### config.mk
export PLATFORM = sky130hd
export DESIGN_NAME = mdu_hilo
export DESIGN_NICKNAME = d
export VERILOG_FILES = /design/src/rtl/mdu_hilo.sv
export SDC_FILE = /design/constraint.sdc
export NUM_CORES = 1
export LEC_CHECK = 0
export CORE_ASPECT_RATIO = 1.25
export CORE_UTILIZATION = 55
export DETAILED_ROUTE_END_ITERATION = 10
export PLACE_DENSITY = 0.9
export SYNTH_ARGS = -nofsm -noshare
export SYNTH_HDL_FRONTEND = slang
export SYNTH_SLANG_ARGS = --single-unit
### constraint.sdc
create_clock -name clk_i -period 7.85 [get_ports clk_i]
set_input_delay 1.57 -clock clk_i [delete_from_list [all_inputs] [get_ports clk_i]]
set_output_delay 1.57 -clock clk_i [all_outputs]
set_load 0.03 [all_outputs]
### src/rtl/mdu_hilo.sv
// mdu_hilo: iterative multiply/divide unit with architectural HI/LO registers.
// One radix-2 step per clock: shift-add for mult/multu, restoring
// shift-subtract for div/divu. Signed operands run as magnitudes and are
// sign-corrected in a final FIX cycle.
// Optional feature: define MDU_DIV0_FLAG_EN to add the registered div0_o flag.
module mdu_hilo #(
    parameter int WIDTH = 32
) (
    input  logic             clk_i,
    input  logic             reset_i,
    input  logic             start_i,
    input  logic [1:0]       op_i,
    input  logic [WIDTH-1:0] a_i,
    input  logic [WIDTH-1:0] b_i,
    input  logic             hi_we_i,
    input  logic             lo_we_i,
    input  logic [WIDTH-1:0] wd_i,
    output logic             busy_o,
    output logic             done_o,
    output logic [WIDTH-1:0] hi_o,
    output logic [WIDTH-1:0] lo_o
`ifdef MDU_DIV0_FLAG_EN
    ,
    output logic             div0_o
`endif
);
    localparam int CW = $clog2(WIDTH + 1);

    typedef enum logic [1:0] {S_IDLE, S_RUN, S_FIX} state_t;

    state_t               state_q;
    logic                 div_q;     // 1: divide, 0: multiply
    logic                 sa_q, sb_q; // operand signs (always 0 for unsigned ops)
    logic [WIDTH-1:0]     mb_q;      // |b|
    logic [2*WIDTH-1:0]   acc_q;     // mult: {upper, multiplier}; div: {rem, quo}
    logic [CW-1:0]        cnt_q;
    logic [WIDTH-1:0]     hi_q, lo_q;
    logic                 busy_q, done_q;
`ifdef MDU_DIV0_FLAG_EN
    logic                 div0_q;
`endif

    // Operand magnitudes at launch; op_i[0]=0 selects the signed forms.
    logic                 sgn_op, a_neg, b_neg;
    logic [WIDTH-1:0]     mag_a, mag_b;
    always_comb begin
        sgn_op = ~op_i[0];
        a_neg  = sgn_op & a_i[WIDTH-1];
        b_neg  = sgn_op & b_i[WIDTH-1];
        mag_a  = a_neg ? -a_i : a_i;
        mag_b  = b_neg ? -b_i : b_i;
    end

    // One iteration of each algorithm, computed from the accumulator.
    logic [WIDTH:0]       add_sum, shl, dif;
    logic [2*WIDTH-1:0]   mul_next, div_next;
    always_comb begin
        add_sum  = {1'b0, acc_q[2*WIDTH-1:WIDTH]} + {1'b0, mb_q};
        mul_next = acc_q[0] ? {add_sum, acc_q[WIDTH-1:1]}
                            : {1'b0, acc_q[2*WIDTH-1:1]};
        // Partial remainder < |b|, so dif[WIDTH] is the borrow of shl - |b|.
        shl      = {acc_q[2*WIDTH-1:WIDTH], acc_q[WIDTH-1]};
        dif      = shl - {1'b0, mb_q};
        div_next = dif[WIDTH] ? {shl[WIDTH-1:0], acc_q[WIDTH-2:0], 1'b0}
                              : {dif[WIDTH-1:0], acc_q[WIDTH-2:0], 1'b1};
    end

    // Sign correction applied at the FIX edge.
    logic [2*WIDTH-1:0]   prod_fix;
    logic [WIDTH-1:0]     quo_fix, rem_fix;
    logic                 b_zero;
    always_comb begin
        b_zero   = (mb_q == '0);
        prod_fix = (sa_q ^ sb_q) ? -acc_q : acc_q;
        quo_fix  = (sa_q ^ sb_q) ? -acc_q[WIDTH-1:0] : acc_q[WIDTH-1:0];
        // With |b|=0 the remainder walks out as |a|, so sign-fixing it yields a.
        rem_fix  = sa_q ? -acc_q[2*WIDTH-1:WIDTH] : acc_q[2*WIDTH-1:WIDTH];
    end

    // Control FSM, working datapath and architectural HI/LO.
    always_ff @(posedge clk_i or posedge reset_i) begin
        if (reset_i) begin
            state_q <= S_IDLE;
            div_q   <= 1'b0;
            sa_q    <= 1'b0;
            sb_q    <= 1'b0;
            mb_q    <= '0;
            acc_q   <= '0;
            cnt_q   <= '0;
            hi_q    <= '0;
            lo_q    <= '0;
            busy_q  <= 1'b0;
            done_q  <= 1'b0;
`ifdef MDU_DIV0_FLAG_EN
            div0_q  <= 1'b0;
`endif
        end else begin
            done_q <= 1'b0;
            case (state_q)
                S_IDLE: begin
                    if (start_i) begin
                        div_q   <= op_i[1];
                        sa_q    <= a_neg;
                        sb_q    <= b_neg;
                        mb_q    <= mag_b;
                        acc_q   <= {{WIDTH{1'b0}}, mag_a};
                        cnt_q   <= '0;
                        busy_q  <= 1'b1;
                        state_q <= S_RUN;
                    end else begin
                        // mthi/mtlo only when no operation is launched
                        if (hi_we_i) hi_q <= wd_i;
                        if (lo_we_i) lo_q <= wd_i;
                    end
                end
                S_RUN: begin
                    acc_q <= div_q ? div_next : mul_next;
                    cnt_q <= cnt_q + CW'(1);
                    if (cnt_q == CW'(WIDTH - 1)) state_q <= S_FIX;
                end
                S_FIX: begin
                    if (div_q) begin
                        lo_q <= b_zero ? {WIDTH{1'b1}} : quo_fix;
                        hi_q <= rem_fix;
                    end else begin
                        hi_q <= prod_fix[2*WIDTH-1:WIDTH];
                        lo_q <= prod_fix[WIDTH-1:0];
                    end
`ifdef MDU_DIV0_FLAG_EN
                    div0_q  <= div_q & b_zero;
`endif
                    busy_q  <= 1'b0;
                    done_q  <= 1'b1;
                    state_q <= S_IDLE;
                end
                default: state_q <= S_IDLE;
            endcase
        end
    end

    assign busy_o = busy_q;
    assign done_o = done_q;
    assign hi_o   = hi_q;
    assign lo_o   = lo_q;
`ifdef MDU_DIV0_FLAG_EN
    assign div0_o = div0_q;
`endif
endmodule

== After elaboration in Yosys (flattened, before gate mapping) ==
Cells that the tools add are included.
Operators by class
  mux-type cells: 27
  $mul: 0
  $lt $le $gt $ge: 0
  reduce and logical (&&, ||, !) cells: 10
  add/subtract/negate cells: 8
  shifts and indexed selects: 0
  equal/unequal tests: 8
  bitwise operators: 4
  divide/modulo/power cells: 0
Operators with widths (number)
  $mux W32: 11
  $mux W64: 5
  $neg A32 Y32: 4
  $pmux W32 S2: 2
  $pmux W64 S2: 1
  $neg A64 Y64: 1
  $add A32 B32 Y33: 1
  $sub A33 B32 Y33: 1
  $logic_not A32 Y1: 1
  $pmux W6 S2: 1
  $ne A2 B2 Y1 const B: 5
  $reduce_and A2 Y1: 4
  $add A6 B1 Y6 const B: 1
  $eq A6 B5 Y1 const B: 1
  $mux W6: 1
  $reduce_and A3 Y1: 2
  $mux W2: 2
  $pmux W2 S2: 1
  $reduce_bool A2 Y1: 2
  $and A1 B1 Y1: 2
  $eq A2 B1 Y1 const B: 1
  $eq A2 B2 Y1 const B: 1
  $logic_not A2 Y1: 1
  $mux W1: 2
  3 further kinds: 3
Word-level totals
  memory bits (read-only): 0
  memories kept: 0
  register bits: 173
  logic and storage cells: 68
  output and inout bits: 66
  RAM bits: 0
  latch bits: 0
  input port bits: 103

== Depth between registers and ports, before layout ==
Gate-level depths: netlist of run 1.
  word-level depth: 5
  gate-level depth with buffers: 14
  mapped depth without buffers: 13

== Worst setup path before layout of run 1 ==
OpenSTA, ideal clock, no wires.
  path type: input port to flip-flop
  from: in b_i[8]
  to: reg mb_q[29]
  required time: 7.717 ns
  data arrival time: 3.712 ns
  stages on the path: 9
  library setup time: 0.133 ns
  path slack: 4.004 ns
  buffers on the path: 0
  cell sequence: or4_1 -> nor4_1 -> nand2b_1 -> nor4_1 -> and2_1 -> nand2_1 -> o41ai_1 -> xor2_1 -> o21ai_0
On the way
  cells in the longest elaborated chain, start to end: 2
RTL lines
  start, declared: line 14  | input logic [WIDTH-1:0] b_i,
  $neg A32 Y32: line 51  | mag_b = b_neg ? -b_i : b_i;
  $mux W32: line 51
  end signal, assigned: line 105  | mb_q <= mag_b;
  end, declared: line 34  | logic [WIDTH-1:0] mb_q;
No other way between the ends.
A chain may end at the register's enable or synchronous reset.

== Final worst setup path of run 1 ==
  from: reg acc_q[31]
  to: reg acc_q[61]
On the way
  cells in the longest elaborated chain, start to end: 4
RTL lines
  start, declared: line 35  | logic [2*WIDTH-1:0] acc_q;
  start signal, assigned: line 106  | acc_q <= {{WIDTH{1'b0}}, mag_a};
  start signal, assigned: line 117  | acc_q <= div_q ? div_next : mul_next;
  $sub A33 B32 Y33: line 63  | dif = shl - {1'b0, mb_q};
  $mux W64: line 64  | div_next = dif[WIDTH] ? {shl[WIDTH-1:0], acc_q[WIDTH-2:0], 1'b0}
  $mux W64: line 117
  $pmux W64 S2: line 99  | case (state_q)
No other way between the ends.

==> results of run 1 <==
## cell type report
type	count	area share
clock buffers	17	0.0252
clock inverters	15	0.0115
inverters	64	0.0145
multi-input cells	1445	0.559
flip-flops and latches	173	0.257
well taps	335	0.0248
repair buffers	186	0.108
## power breakdown
part / switching, mW / internal (mW) / total, mW
Clock: 0.436 / 0.462 / 0.898
Sequential: 0.594 / 1.21 / 1.80
Combinational: 2.58 / 1.90 / 4.48
Total: 3.61 / 3.57 / 7.18
## critical path, delay by kind of cell (launching register included)
family / cells / cell delay [ns]
adders and majority gates: 2 / 0.45
and+or+nand+nor: 3 / 0.41
DFF: 1 / 0.44
buffers and inverters: 1 / 0.13
AOI/OAI and AO/OA: 6 / 2.11
xor gates and xnor gates: 1 / 0.80
## final timing paths
path	from	endpoint	slack, ns	cells after the start
setup / recovery	acc_q[31]	acc_q[61]	3.45	13
hold / removal	lo_o[0]	lo_o[0]	0.49	2
setup reg to reg	acc_q[31]	acc_q[61]	3.45	13
hold reg to reg	lo_o[0]	lo_o[0]	0.49	2
max in group asynchronous	reset_i	div_q	4.57	3
min in group asynchronous	reset_i	lo_o[4]	1.71	2
## synth_stat cells, types with 19 or more instances
| library cell | instances | area share |
|---|---|---|
| a211oi_1 | 26 | 0.014 |
| a21o_1 | 24 | 0.013 |
| a21oi_1 | 165 | 0.057 |
| a221o_1 | 28 | 0.019 |
| a31oi_1 | 25 | 0.011 |
| clkbuf_1 | 87 | 0.023 |
| dfrtp_1 | 173 | 0.30 |
| ha_1 | 69 | 0.060 |
| inv_1 | 62 | 0.016 |
| mux2i_1 | 73 | 0.051 |
| nand2_1 | 213 | 0.055 |
| nand3_1 | 20 | 0.0069 |
| nor2_1 | 118 | 0.031 |
| nor2b_1 | 27 | 0.012 |
| nor3_1 | 38 | 0.013 |
| nor4_1 | 24 | 0.010 |
| o211ai_1 | 37 | 0.019 |
| o21ai_0 | 184 | 0.064 |
| o31ai_1 | 19 | 0.0099 |
| xnor2_1 | 96 | 0.058 |
| xor2_1 | 71 | 0.043 |
## routing by layer
metal,up-vias,GRT usage
met5,-,0
met4,0,0.176
met3,140,0.0438
met2,763,0.567
met1,6872,0.406
li1,6721,-
## registers in the layout, indices dropped and copies added, names as in the netlist
signal	flops
state_q	2
div_q	1
hi_o	32
busy_o	1
cnt_q	6
acc_q	64
mb_q	32
lo_o	32
done_o	1
sa_q	1
sb_q	1
## cell usage in the layout (no fill, tap or decap), types with 17 or more instances in the layout
cell / netlist / final
a211oi_1: 26 / 26
dfrtp_1: 173 / 172
nor3_1: 38 / 38
o211ai_1: 37 / 37
a21o_1: 24 / 24
nor2b_1: 27 / 26
a31oi_1: 25 / 25
ha_1: 69 / 69
nand2_1: 213 / 212
mux2i_1: 73 / 73
nor2_1: 118 / 117
a21oi_1: 165 / 165
inv_1: 62 / 61
o21ai_0: 184 / 184
a221o_1: 28 / 28
clkbuf_16: 0 / 17
xnor2_1: 96 / 95
clkdlybuf4s50_1: 0 / 168
buf_4: 0 / 18
o31ai_1: 19 / 19
xor2_1: 71 / 71
nand3_1: 20 / 20
nor4_1: 24 / 24
## kinds of logic after synthesis
| kind of cell | count (synthesis) |
|---|---|
| AOI/OAI and AO/OA | 599 |
| and+or+nand+nor | 530 |
| DFF | 173 |
| adders and majority gates | 71 |
| xor gates and xnor gates | 168 |
| buffers and inverters | 176 |
| muxes | 77 |
## stage by stage
step	area, µm²	hold WS [ns]	total power [mW]
floorplan	14400	0.455	4.95
global placement	16200	0.462	6.00
detailed placement	16200	0.470	6.15
CTS	16900	0.487	7.07
global route	16900	0.504	7.68
finish	16900	0.486	7.18
==> results.ini, run 1 <==
[outcome]
status = complete, no violations

[clocking]
worstSkewPairLatency_ns = 0.44
h-tree-depth = 4
cts_sinks = 173
path_clk_slew_ns = 0.08
cts_buffer_depth = 2
post_cts_buffers = 0
cts_root_buf = clkbuf_16
cts_made_buffers = 17
post_cts_resized = 0
cts_tree = built
hold_buffers = 0

[power_and_ir_drop]
p_per_area_nw_per_um2 = 426
leakagePower_nw = 6.77
ir_drop_uv = 348

[drt]
met2_length_mm = 21.7
wl_mm = 44.5
drtIter0Drc = 1476
wire_per_inst_um = 19.9
drtPass1Iterations = 7
drt-met1-wl_mm = 17.3
vias = 14500
drc = 0
met3WireLength_mm = 3.31
viasPerCell = 6.49
top_layer_used = met4
ant_nets = 0

[setup_path]
worst_ep_required_time_ns = 8.23
endpoint_kind = register
startpoint_type = register
cpMaxStageDelayCell = xor2_4
slowest_delay_ns = 0.80
crit_fanout = 36
path_cells = inv_1, ha_1, fa_1, nand2b_1, a21oi_1, o41a_1, a221o_1, a311o_2, a31oi_4, xor2_4, nor4b_1, a2111o_1, nor2_1
setup.worst_path.class = register to register
critPathArrivalTime_ns = 4.77

[yosys]
yosysSeqAreaShare = 0.300
synth-compound-area-share = 0.263
synthAdderAreaFrac = 0.0627
yosys.area_share.simple = 0.170
ys_ff_latch = 173
synth-main-ff-cell = dfrtp_1
syn_nets = 1968
synth_top_family_by_area = compound AO/OA/AOI/OAI gates
synthMuxAreaShare = 0.0538
synth_area_um2 = 14400
avgSynthCellArea_um2 = 8.03
synth.distinct_cells = 70
synth_edf_count = 0
async_flop_share = 1.00
synth_cells = 1794
synth-xor-area-share = 0.103
ys_warn_count = 0

[floorplanning]
die_w_um = 147
die_y_um = 183
start_util = 0.566
num_rows = 65
fp.dieArea_um2 = 26900
core-area_um2 = 25500
io_pins = 169

[timing]
finalSetupTns_ns = 0
rsz0062_at_grt = no
fin_crit_sh = 0.560
final_hold_viol_count = 0
fmax_mhz = 227
max-slew-margin-rel = 0.159
worstMarginPinSlew_ns = 1.26
maxSlewViolCount = 0
finClkSkew_ns = 0.00873
final-setup-viol-count = 0
setup_ws_ns = 3.45
period_minus_slack_ns = 4.40

[place]
portBuffers = 168
placed_cells = 2203
place_congestion = 0.985
place_ws_ns = 3.06
dp.final_hpwl_mm = 32.7

[finish]
n_antenna_cell = 0
regArea_um2 = 4330
area.growth.synth_to_final_pct = 17.1
multi_input_area_um2 = 9440
utilization = 0.663
final_cells = 2235
drive_gt1_frac = 0.0426
final.fill_count = 2072
finalNetCount = 2061

[worst_hold_path]
hp-class = register to register

[grt]
grt_overflow_total = 0
grt_pass1_vias = 13800
antenna_found_initial = 0
grt_max_degree = 101
track_usage = 0.332
grt_pass1_wl_mm = 71.0

[job]
cap_violations = 0

Note: power is estimated with default switching activity, not from simulation.
==> run 2: changes to the inputs <==
CORE_UTILIZATION = 52   (was 55)
PLACE_DENSITY = 0.89   (was 0.9)
clock period = 3.7 ns   (was 7.85 ns; I/O delays follow)
==> results.ini, run 2 (synthesis gave the netlist of run 1 again) <==
[floorplanning]
start_util = 0.534  ; -0.0322
num_rows = 67  ; +3.1%
io_pins = 169  ; unchanged
die_y_um = 188  ; +2.8%
die_w_um = 151  ; +2.8%
core-area_um2 = 27000  ; +6.0%
fp.dieArea_um2 = 28400  ; +5.7%

[finish]
n_antenna_cell = 0  ; unchanged
largest_register_ffs = 64  ; unchanged
final_cell_area_um2 = 17500  ; +3.6%
final.fill_count = 2250  ; +8.6%
finalNetCount = 2132  ; +3.4%
drive_gt1_frac = 0.0807  ; +0.0380
final_cell_mix = nand2_1, o21ai_0, dfrtp_1
final_cells = 2316  ; +3.6%
multi_input_area_um2 = 9490  ; +0.50%
utilization = 0.648  ; -0.0150
regArea_um2 = 4330  ; about the same
area.growth.synth_to_final_pct = 21.3
largest-register = acc_q
mostFrequentLayoutCell = nand2_1

[place]
place_ws_ns = 0.00580  ; -3.06 ns
portBuffers = 168  ; unchanged
dp.final_hpwl_mm = 35.4  ; +8.1%
place_congestion = 1.03  ; +4.3%
place_area_um2 = 16800  ; +3.4%
placed_cells = 2279  ; +3.4%

[clocking]
h-tree-depth = 4  ; unchanged
cts_made_buffers = 17  ; unchanged
cts_tree = built
cts_sinks = 173  ; unchanged
path_clk_slew_ns = 0.07  ; about the same
cts_buffer_depth = 2  ; unchanged
cts_root_buf = clkbuf_16
worstSkewPairLatency_ns = 0.45  ; about the same

[setup_path]
startpoint_type = register
crit_fanout = 3  ; -92%
worst_ep_required_time_ns = 4.08  ; -4.15 ns
endpoint_kind = register
crit_start = acc_q[31]
worstReg2RegStart = acc_q[31]
critPathArrivalTime_ns = 3.94  ; -0.83 ns
setup.worst_path.class = register to register
regToRegSetupSlack_ns = 0.14  ; -3.31 ns

[timing]
fmax_mhz = 281  ; +24%
worstMarginPinSlew_ns = 1.01  ; -0.250 ns
hold_ws_ns = 0.476  ; -0.00981 ns
setup_ws_ns = 0.141  ; -3.31 ns
max-slew-margin-rel = 0.326  ; +0.168
final-setup-viol-count = 0  ; unchanged
fin_crit_sh = 0.962  ; +0.402
final_hold_viol_count = 0  ; unchanged
finClkSkew_ns = 0.00985  ; +0.00112 ns
period_minus_slack_ns = 3.56  ; -0.838 ns
finalSetupTns_ns = 0  ; unchanged
rsz0062_at_grt = no
maxSlewViolCount = 0  ; unchanged

[grt]
grtUsageMet1 = 0.418  ; +0.0116
grt_max_degree = 73  ; -28%
grt_overflow_total = 0  ; unchanged
track_usage = 0.337  ; +0.00536
grt_pass1_vias = 14100  ; +2.3%
grt-busiest-layer = met2
use_met2 = 0.550  ; -0.0164
antenna_found_initial = 0  ; unchanged
grt_pass1_wl_mm = 74.4  ; +4.8%
grt_util_met3 = 0.0603  ; +0.0166

[power_and_ir_drop]
p_sw_frac = 0.491  ; -0.0116
p_clk_frac = 0.111  ; -0.014
leakagePower_nw = 7.13  ; +5.3%
ir_drop_uv = 464  ; +33%
p_per_area_nw_per_um2 = 923  ; +120%
finalPower_mw = 16.1  ; +120%
pwr-share-seq = 0.221  ; -0.030
p_switching_mw = 7.93  ; +120%
p_comb_frac = 0.668  ; +0.044
p_int_mw = 8.21  ; +130%

[drt]
wl_mm = 47.2  ; +6.2%
viasPerCell = 6.42  ; -1.0%
ant_nets = 0  ; unchanged
drtIter0Drc = 1359  ; -7.9%
drtPass1Iterations = 6  ; -1
vias = 14900  ; +2.6%
wire_per_inst_um = 20.4  ; +2.5%
drc = 0  ; unchanged

[outcome]
status = complete, no violations

[worst_hold_path]
hp-class = register to register
hold_start = busy_o

[job]
cap_violations = 0  ; unchanged

run 2: repair_timing:
| action | 4_1_cts | 5_1_grt |
|---|---|---|
| gates resized for setup | 5 | 12 |
| hold buffers | 0 | 0 |
| buffers inserted | 2 | 3 |
| endpoints found under the setup margin | 7 | 28 |
| pin swaps | 0 | 7 |
run 2: area by class of cell:
cell class / instances / share of cell area
multi-input cells: 1445 / 0.543
clock buffers: 20 / 0.0261
flip-flops and latches: 173 / 0.248
clock inverters: 12 / 0.00637
repair buffers: 257 / 0.138
inverters: 64 / 0.0140
well taps: 345 / 0.0247
run 2: layer usage:
metal,share of wire,up-vias
li1,-,6856
met1,0.38,7031
met2,0.48,820
met3,0.085,160
met4,0.054,0
met5,0,-
run 2: worst max-delay path, cell delays in order (launching register included):
cell,delay [ns]
dfrtp_1,0.39
inv_2,0.10
ha_1,0.20
fa_2,0.22
nand2b_4,0.13
a21oi_1,0.09
o41a_1,0.38
a221o_1,0.34
a311o_2,0.41
a31oi_4,0.16
buf_4,0.16
xor2_4,0.22
nor4b_2,0.10
buf_4,0.14
a2111o_1,0.33
nor2_1,0.11
run 2: worst paths after layout:
kind,endpoint,cells after the start
worst max-delay path,acc_q[61],15
worst min-delay path,busy_o,2
worst max register to register,acc_q[61],15
worst min register to register,busy_o,2
max in group asynchronous,div_q,3
min in group asynchronous,lo_o[1],2
run 2: power groups by stage:
stage	combinational, mW	sequential [mW]	clock, mW
6_report	10.8	3.57	1.80
5_1_grt	11.7	3.63	1.87
4_1_cts	10.4	3.52	1.79
3_5_place_dp	10.2	3.54	0
3_3_place_gp	9.98	3.50	0
2_1_floorplan	6.98	3.53	0
